`config.mk`:
```
export PLATFORM = sky130hd
export DESIGN_NAME = piso_arbiter
export DESIGN_NICKNAME = d
export VERILOG_FILES = /design/src/rtl/piso_pkg.sv /design/src/rtl/piso_shifter.sv /design/src/rtl/piso_arbiter.sv
export SDC_FILE = /design/constraint.sdc
export NUM_CORES = 1
export LEC_CHECK = 0
export CAP_MARGIN = 0
export CORE_MARGIN = 1
export CORE_UTILIZATION = 46
export CTS_BUF_LIST = sky130_fd_sc_hd__clkbuf_8
export DETAILED_ROUTE_END_ITERATION = 10
export GPL_TIMING_DRIVEN = 1
export PLACE_DENSITY = 0.82
export SLEW_MARGIN = 40
export SYNTH_ARGS = -nofsm -noshare
export SYNTH_HDL_FRONTEND = slang
export SYNTH_SLANG_ARGS = --single-unit
```
`constraint.sdc`:
```
create_clock -name clk -period 1.5 [get_ports clk]
set_input_delay 0.375 -clock clk [delete_from_list [all_inputs] [get_ports clk]]
set_output_delay 0.375 -clock clk [all_outputs]
set_load 0.02 [all_outputs]
```
`src/rtl/piso_pkg.sv`:
```
// Shared types for the two-requester PISO arbiter: FSM states and requester ids.
package piso_pkg;

    typedef enum logic {
        IDLE  = 1'b0,
        SHIFT = 1'b1
    } state_t;

    localparam logic REQ0 = 1'b0;
    localparam logic REQ1 = 1'b1;

endpackage

```
`src/rtl/piso_shifter.sv`:
```
// Right-shifting parallel-in/serial-out register with zero fill, LSB out first.
module piso_shifter
    import piso_pkg::*;
#(
    parameter int WIDTH = 4
) (
    input  logic             clk,
    input  logic             reset,
    input  logic             load,
    input  logic             shift_en,
    input  logic [WIDTH-1:0] din,
    output logic             sout
);

    logic [WIDTH-1:0] shreg_q, shreg_d;

    always_comb begin
        shreg_d = shreg_q;
        if (load)
            shreg_d = din;
        else if (shift_en)
            shreg_d = {1'b0, shreg_q[WIDTH-1:1]};
    end

    always_ff @(posedge clk) begin
        if (!reset)
            shreg_q <= '0;
        else
            shreg_q <= shreg_d;
    end

    assign sout = shreg_q[0];

endmodule

```
`src/rtl/piso_arbiter.sv`:
```
// Round-robin arbiter between two requesters feeding one serialiser.
// Define PISO_ARBITER_PARITY_EN to append an even-parity bit to every frame.
module piso_arbiter
    import piso_pkg::*;
#(
    parameter int W = 4
) (
    input  logic         clk,
    input  logic         reset,
    input  logic         req0_valid,
    input  logic [W-1:0] req0_data,
    output logic         req0_ready,
    input  logic         req1_valid,
    input  logic [W-1:0] req1_data,
    output logic         req1_ready,
    output logic         sout,
    output logic         sout_valid,
    output logic         grant_id,
    output logic         busy,
    output logic         frame_done
);

`ifdef PISO_ARBITER_PARITY_EN
    localparam int FL = W + 1;
`else
    localparam int FL = W;
`endif
    localparam int CW = $clog2(W + 1);
    localparam logic [CW-1:0] LAST = CW'(FL - 1);
    localparam logic [CW-1:0] PENULT = CW'(FL - 2);

    state_t        state_q, state_d;
    logic [CW-1:0] cnt_q, cnt_d;
    logic          rr_q, rr_d;
    logic          grant_q, grant_d;
    logic          sout_valid_q, sout_valid_d;
    logic          busy_q, busy_d;
    logic          frame_done_q, frame_done_d;

    logic          gnt0, gnt1, idle_ok, hs, sel_id, shift_out;
    logic [W-1:0]  sel_data;
    logic [FL-1:0] load_word;

    // On contention the round-robin pointer breaks the tie.
    assign gnt0     = req0_valid & (~req1_valid | (rr_q == REQ0));
    assign gnt1     = req1_valid & (~req0_valid | (rr_q == REQ1));
    assign idle_ok  = (state_q == IDLE) & reset;
    assign req0_ready = idle_ok & gnt0;
    assign req1_ready = idle_ok & gnt1;
    assign hs       = req0_ready | req1_ready;
    assign sel_id   = gnt1 ? REQ1 : REQ0;
    assign sel_data = gnt1 ? req1_data : req0_data;

`ifdef PISO_ARBITER_PARITY_EN
    assign load_word = {^sel_data, sel_data};
`else
    assign load_word = sel_data;
`endif

    always_comb begin
        state_d      = state_q;
        cnt_d        = cnt_q;
        rr_d         = rr_q;
        grant_d      = grant_q;
        sout_valid_d = sout_valid_q;
        busy_d       = busy_q;
        frame_done_d = 1'b0;
        case (state_q)
            IDLE: begin
                if (hs) begin
                    state_d      = SHIFT;
                    grant_d      = sel_id;
                    cnt_d        = '0;
                    sout_valid_d = 1'b1;
                    busy_d       = 1'b1;
                end
            end
            SHIFT: begin
                // frame_done is registered, so raise it one bit early.
                frame_done_d = (cnt_q == PENULT);
                if (cnt_q == LAST) begin
                    state_d      = IDLE;
                    rr_d         = ~grant_q;
                    sout_valid_d = 1'b0;
                    busy_d       = 1'b0;
                end else begin
                    cnt_d = cnt_q + 1'b1;
                end
            end
            default: state_d = IDLE;
        endcase
    end

    always_ff @(posedge clk) begin
        if (!reset) begin
            state_q      <= IDLE;
            cnt_q        <= '0;
            rr_q         <= REQ0;
            grant_q      <= REQ0;
            sout_valid_q <= 1'b0;
            busy_q       <= 1'b0;
            frame_done_q <= 1'b0;
        end else begin
            state_q      <= state_d;
            cnt_q        <= cnt_d;
            rr_q         <= rr_d;
            grant_q      <= grant_d;
            sout_valid_q <= sout_valid_d;
            busy_q       <= busy_d;
            frame_done_q <= frame_done_d;
        end
    end

    piso_shifter #(.WIDTH(FL)) u_shifter (
        .clk      (clk),
        .reset    (reset),
        .load     (hs),
        .shift_en (state_q == SHIFT),
        .din      (load_word),
        .sout     (shift_out)
    );

    assign sout       = shift_out & sout_valid_q;
    assign sout_valid = sout_valid_q;
    assign busy       = busy_q;
    assign frame_done = frame_done_q;
    assign grant_id   = grant_q;

endmodule

```
Word level (Yosys, flattened, before mapping)
Index checks and enable logic that the tools add are counted.
{ "word_totals": {"register_bits": 12, "word_cells": 46, "output_inout_bits": 7, "mem_count": 0, "mem_bits_ro": 0, "inputBits": 12, "mem_bits_rw": 0, "latchBits": 0} }
{ "classes": {"n_lt_le_gt_ge": 0, "mux": 13, "n_eq_ne": 5, "shifts": 0, "bitwise": 14, "addsub": 1, "multipliers": 0, "div_mod_pow": 0, "n_reduce_logical": 6} }
{ "ops": {"columns": ["op", "count"], "rows": [
  ["$mux W4", 3],
  ["$reduce_and A2 Y1", 5],
  ["$and A1 B1 Y1", 6],
  ["$eq A3 B2 Y1 const B", 2],
  ["$mux W3", 2],
  ["$pmux W3 S2", 1],
  ["$mux W1", 5],
  ["$not A1 Y1", 5],
  ["$ne A2 B2 Y1 const B", 2],
  ["$pmux W1 S2", 2],
  ["$add A3 B1 Y3 const B", 1],
  ["$or A1 B1 Y1", 3],
  ["$ne A2 B1 Y1 const B", 1],
  ["$reduce_bool A2 Y1", 1]
]} }

Longest topological paths before layout
{ "logic_depth": {"depth_word": 7, "ltp_mapped": 6, "mapped_depth_nobuf": 6} }

Hierarchy
From an unflattened synthesis, not the netlist that was laid out.
{ "unflattened": {"cells_unflattened": 62, "hier_area_um2": 605.6} }
{ "modules_own_cells": {"columns": ["module", "area_per_inst_um2", "cells_per_inst", "seq_area_each_um2", "instances"], "rows": [
  ["piso_arbiter", 419.2, 46, 160.2, 1],
  ["piso_shifter", 186.4, 16, 80.1, 1]
]} }

Least setup slack after synthesis
No wires, ideal clock.
{ "synth_timing": {"path_kind": "input to output", "startpoint": "in req0_valid", "endpoint": "out req0_ready", "path_buffers": 0, "cell_stages": 2, "t_required_ps": 1125, "arrival_ps": 982, "slack_ps": 143, "cell_sequence": "inv_1 > a211oi_1"} }
{ "synth_via": {"elab_chain_len": 2} }
{ "synth_rtl": {"columns": ["item", "line", "text"], "rows": [
  ["start, declared", "piso_arbiter.sv:10", "input logic req0_valid,"],
  ["$and A1 B1 Y1", "piso_arbiter.sv:45", "assign gnt0 = req0_valid & (~req1_valid | (rr_q == REQ0));"],
  ["$and A1 B1 Y1", "piso_arbiter.sv:48", "assign req0_ready = idle_ok & gnt0;"],
  ["end, declared", "piso_arbiter.sv:12", "output logic req0_ready,"]
]} }
No other way between the ends.

Worst setup path after layout
{ "layout_timing": {"startpoint": "in reset", "endpoint": "out req0_ready"} }
{ "layout_via": {"elab_chain_len": 2} }
{ "layout_rtl": {"columns": ["item", "line", "text"], "rows": [
  ["start, declared", "piso_arbiter.sv:9", "input logic reset,"],
  ["$and A1 B1 Y1", "piso_arbiter.sv:47", "assign idle_ok = (state_q == IDLE) & reset;"],
  ["$and A1 B1 Y1", "piso_arbiter.sv:48", null]
]} }
No other way between the ends.

==> flow_summary_export.csv <==
group,metric,value,unit
global_routing,globalRoute.totalOverflow,0,
run,max_cap_viol_count,0,
cells_and_area,fillers,91,
global_routing,grt_start_max_net_pins,13,
power_and_ir_drop,p_leak,0.4141,nW
power_and_ir_drop,total_power,0.0008684,W
global_routing,grt_pass1_wl,2201,um
die,coreArea,1171,um^2
detailed_routing,drt_iter0_markers,6,
setup_path,timing.rr.start,"cnt_q[0]",
cts,tritoncts,"done",
timing,fmax,0.7003,GHz
status,status,"finished, final reports clean",
synthesis,synth_cell_types,27,
cts,cts_hold_buf,0,
synthesis,netlist.area_leader.share,0.3910,
die,die_y,38.55,um
setup_path,crit_chain,"dlygate4sd2_1 -> nand2b_4 -> a211oi_1 -> buf_2",
die,dieArea,1486,um^2
setup_path,start_kind,"input port",
synthesis,synth_xor_area_frac,0,
synthesis,yosysSeqAreaShare,0.3910,
setup_path,r2r_slack,0.10,ns
place,port_buffers,18,
cts,path_clk_slew,0.05,ns
timing,slew_headroom,0.8721,
cells_and_area,n_antenna_cell,0,
synthesis,synthSimpleGateAreaFrac,0.2179,
timing,hold_ws,0.4711,ns
cts,cts_inserted_buffers,3,
detailed_routing,drc,0,
setup_path,r2r_end,"cnt_q[0]",
detailed_routing,wl_per_cell,11.69,um
cells_and_area,final_cell_mix,"12 x dfxtp_1, 9 x buf_4, 8 x clkdlybuf4s50_1, 8 x dlygate4sd2_1, 7 x o21ai_0",
synthesis,synth.area.mux_share,0.1018,
synthesis,synth_top_family_by_area,"simple AND/OR/NAND/NOR gates",
timing,fin_crit,1.428,ns
setup_path,slowest_stage,"dlygate4sd2_1",
synthesis,synthAdderAreaFrac,0.06110,
timing,setup_tns,0,ns
synthesis,ys_seq_elements,12,
place,dpl.hpwl,925.9,um
power_and_ir_drop,max-vdd-ir-drop,0.7313,mV
timing,maxSlewViolCount,0,
global_routing,antenna_found_initial,0,
die,die_x,38.55,um
worst_hold_path,min_path_cells,2,
setup_path,path_max_fanout,3,
setup_path,reg2regPathDepth,5,
timing,post-route-period-util,0.9520,
cts,cts.sinks,12,
cts,clk_path_buf_depth,2,
die,initial_core_util,0.5246,
timing,worst_pin_slew,0.1898,ns
synthesis,ys_top_cells_by_area,"dfxtp_1 39%, mux2i_1 6.5%, ha_1 6.1%",
worst_hold_path,hp-class,"reg2reg",
timing,fin_skew,0.003811,ns
setup_path,crit_arrival,1.05,ns
die,rows,12,
cells_and_area,syn_to_final_growth,44.20,%
cts,htreeDepth,1,
worst_hold_path,holdPathEnd,"busy",
cells_and_area,fin_nets,110,
setup_path,cp.required,1.12,ns
synthesis,syn_nets,82,
global_routing,first_global_vias,510,
detailed_routing,drtAntennaViolNets,0,
cts,worstSkewPairLatency,0.23,ns
cts,cts_root_buffer,"clkbuf_8",
detailed_routing,via_per_inst,4.852,
detailed_routing,num_vias,524,
place,globalplace.congestion,0.7631,
setup_path,max_stage_delay,0.26,ns
timing,hold_viol_final,0,
synthesis,netlist_area,614.3,um^2
synthesis,synth.largest_area_cell,"dfxtp_1",
timing,grt_setup_unrepaired,"false",
setup_path,crit_type,"in2out",
power_and_ir_drop,p_per_area,980.3,nW/um^2
synthesis,synth_compound_area_frac,0.1670,
synthesis,synth_warnings,0,
die,boundaryPins,19,
detailed_routing,routed_wl,1262,um
cells_and_area,drive_above_1_share,0.2447,
setup_path,endpoint_kind,"output port",
cells_and_area,layout_commonest_cell,"dfxtp_1",
synthesis,synthCells,67,
synthesis,syn_area_per_cell,9.169,um^2
timing,setup-violations-final,0,
global_routing,grt_usage,0.2213,
detailed_routing,firstDrtPassIters,4,
worst_hold_path,worstHoldStart,"busy",
-- worst max-delay path by stage --
stage,start,to,slack [ns],cells past startpoint
after floorplan,req0_valid,req0_ready,0.14,2
after global placement,reset,req0_ready,-0.63,4
after detailed placement,reset,req0_ready,-0.66,4
after CTS,reset,req0_ready,0.06,4
after global routing,reset,req0_ready,0.002,4
final,reset,req0_ready,0.07,4
-- report_power, final --
part | switching, W | total, W | internal [W]
Sequential | 0.0000125 | 0.000354 | 0.000341
Combinational | 0.0000796 | 0.000171 | 0.0000919
Clock | 0.000112 | 0.000343 | 0.000231
Total | 0.000204 | 0.000868 | 0.000664
-- per-stage QoR --
| step | setup slack [ns] | util | cells | instance area [um^2] |
|---|---|---|---|---|
| finish | 0.07201 | 0.7564 | 108 | 885.9 |
| global placement | -0.6296 | 0.7158 | 103 | 838.3 |
| detailed placement | -0.6580 | 0.7158 | 103 | 838.3 |
| CTS | 0.05555 | 0.7543 | 108 | 883.3 |
| floorplan | 0.1431 | - | 67 | 614.3 |
| global route | 0.002328 | 0.7564 | 108 | 885.9 |
-- critical path, delay by kind of cell --
kind,cells,cell delay [ns]
and+or+nand+nor,1,0.07
buffers and inverters,2,0.45
AOI/OAI and AO/OA,1,0.15
-- flip-flops by register name, summed over array words and instances (netlist names) --
| register | flops |
|---|---|
| u_shifter.shreg_q | 4 |
| cnt_q | 3 |
| busy | 1 |
| frame_done | 1 |
| grant_id | 1 |
| rr_q | 1 |
| state_q | 1 |
-- cell families (layout without fill, tap and decap cells) --
logic type | after synthesis | after routing
multiplexers | 6 | 6
AND/OR/NAND/NOR | 23 | 23
buffers and inverters | 6 | 33
adder cells (fa/ha/maj) | 3 | 3
AO/OA/AOI/OAI | 17 | 17
flip-flops | 12 | 12
-- area by class of cell --
type / count / area (um^2) / share of cell area
Sequential cell: 12 / 240.2 / 0.2712
Clock buffer: 4 / 55.05 / 0.06215
Multi-Input combinational cell: 49 / 339.1 / 0.3828
Tap cell: 14 / 17.52 / 0.01977
Timing Repair Buffer: 26 / 222.7 / 0.2514
Inverter: 3 / 11.26 / 0.01271
-- layer usage --
layer,track usage,wire [um],vias up
li1,-,-,284
met1,0.2366,573,228
met2,0.4250,655,12
met3,0.03488,33,0
met4,0.07759,0,0
met5,0,0,-
-- timing repair --
action | CTS | global route
buffers inserted | 1 | 0
setup endpoints to repair | 9 | 1
resized for setup | 19 | 1
pin swaps | 1 | 0
-- cells in the mapped netlist --
cell type / n
nand2b_4: 1
a21oi_1: 3
or2_4: 1
mux2_2: 2
a211oi_1: 1
ha_1: 3
o21ai_2: 1
o21ai_0: 7
nor2_2: 1
and3_1: 1
and2_1: 5
o2bb2ai_1: 1
mux2i_1: 4
o21a_1: 1
nand2b_1: 2
o22ai_1: 2
buf_4: 1
a21boi_0: 1
dfxtp_1: 12
nor2b_1: 1
and4_2: 1
clkbuf_8: 1
nor2_1: 3
nand3_1: 1
inv_1: 3
nand2_1: 6
clkbuf_2: 1
Note: power is estimated with default switching activity, not from simulation.
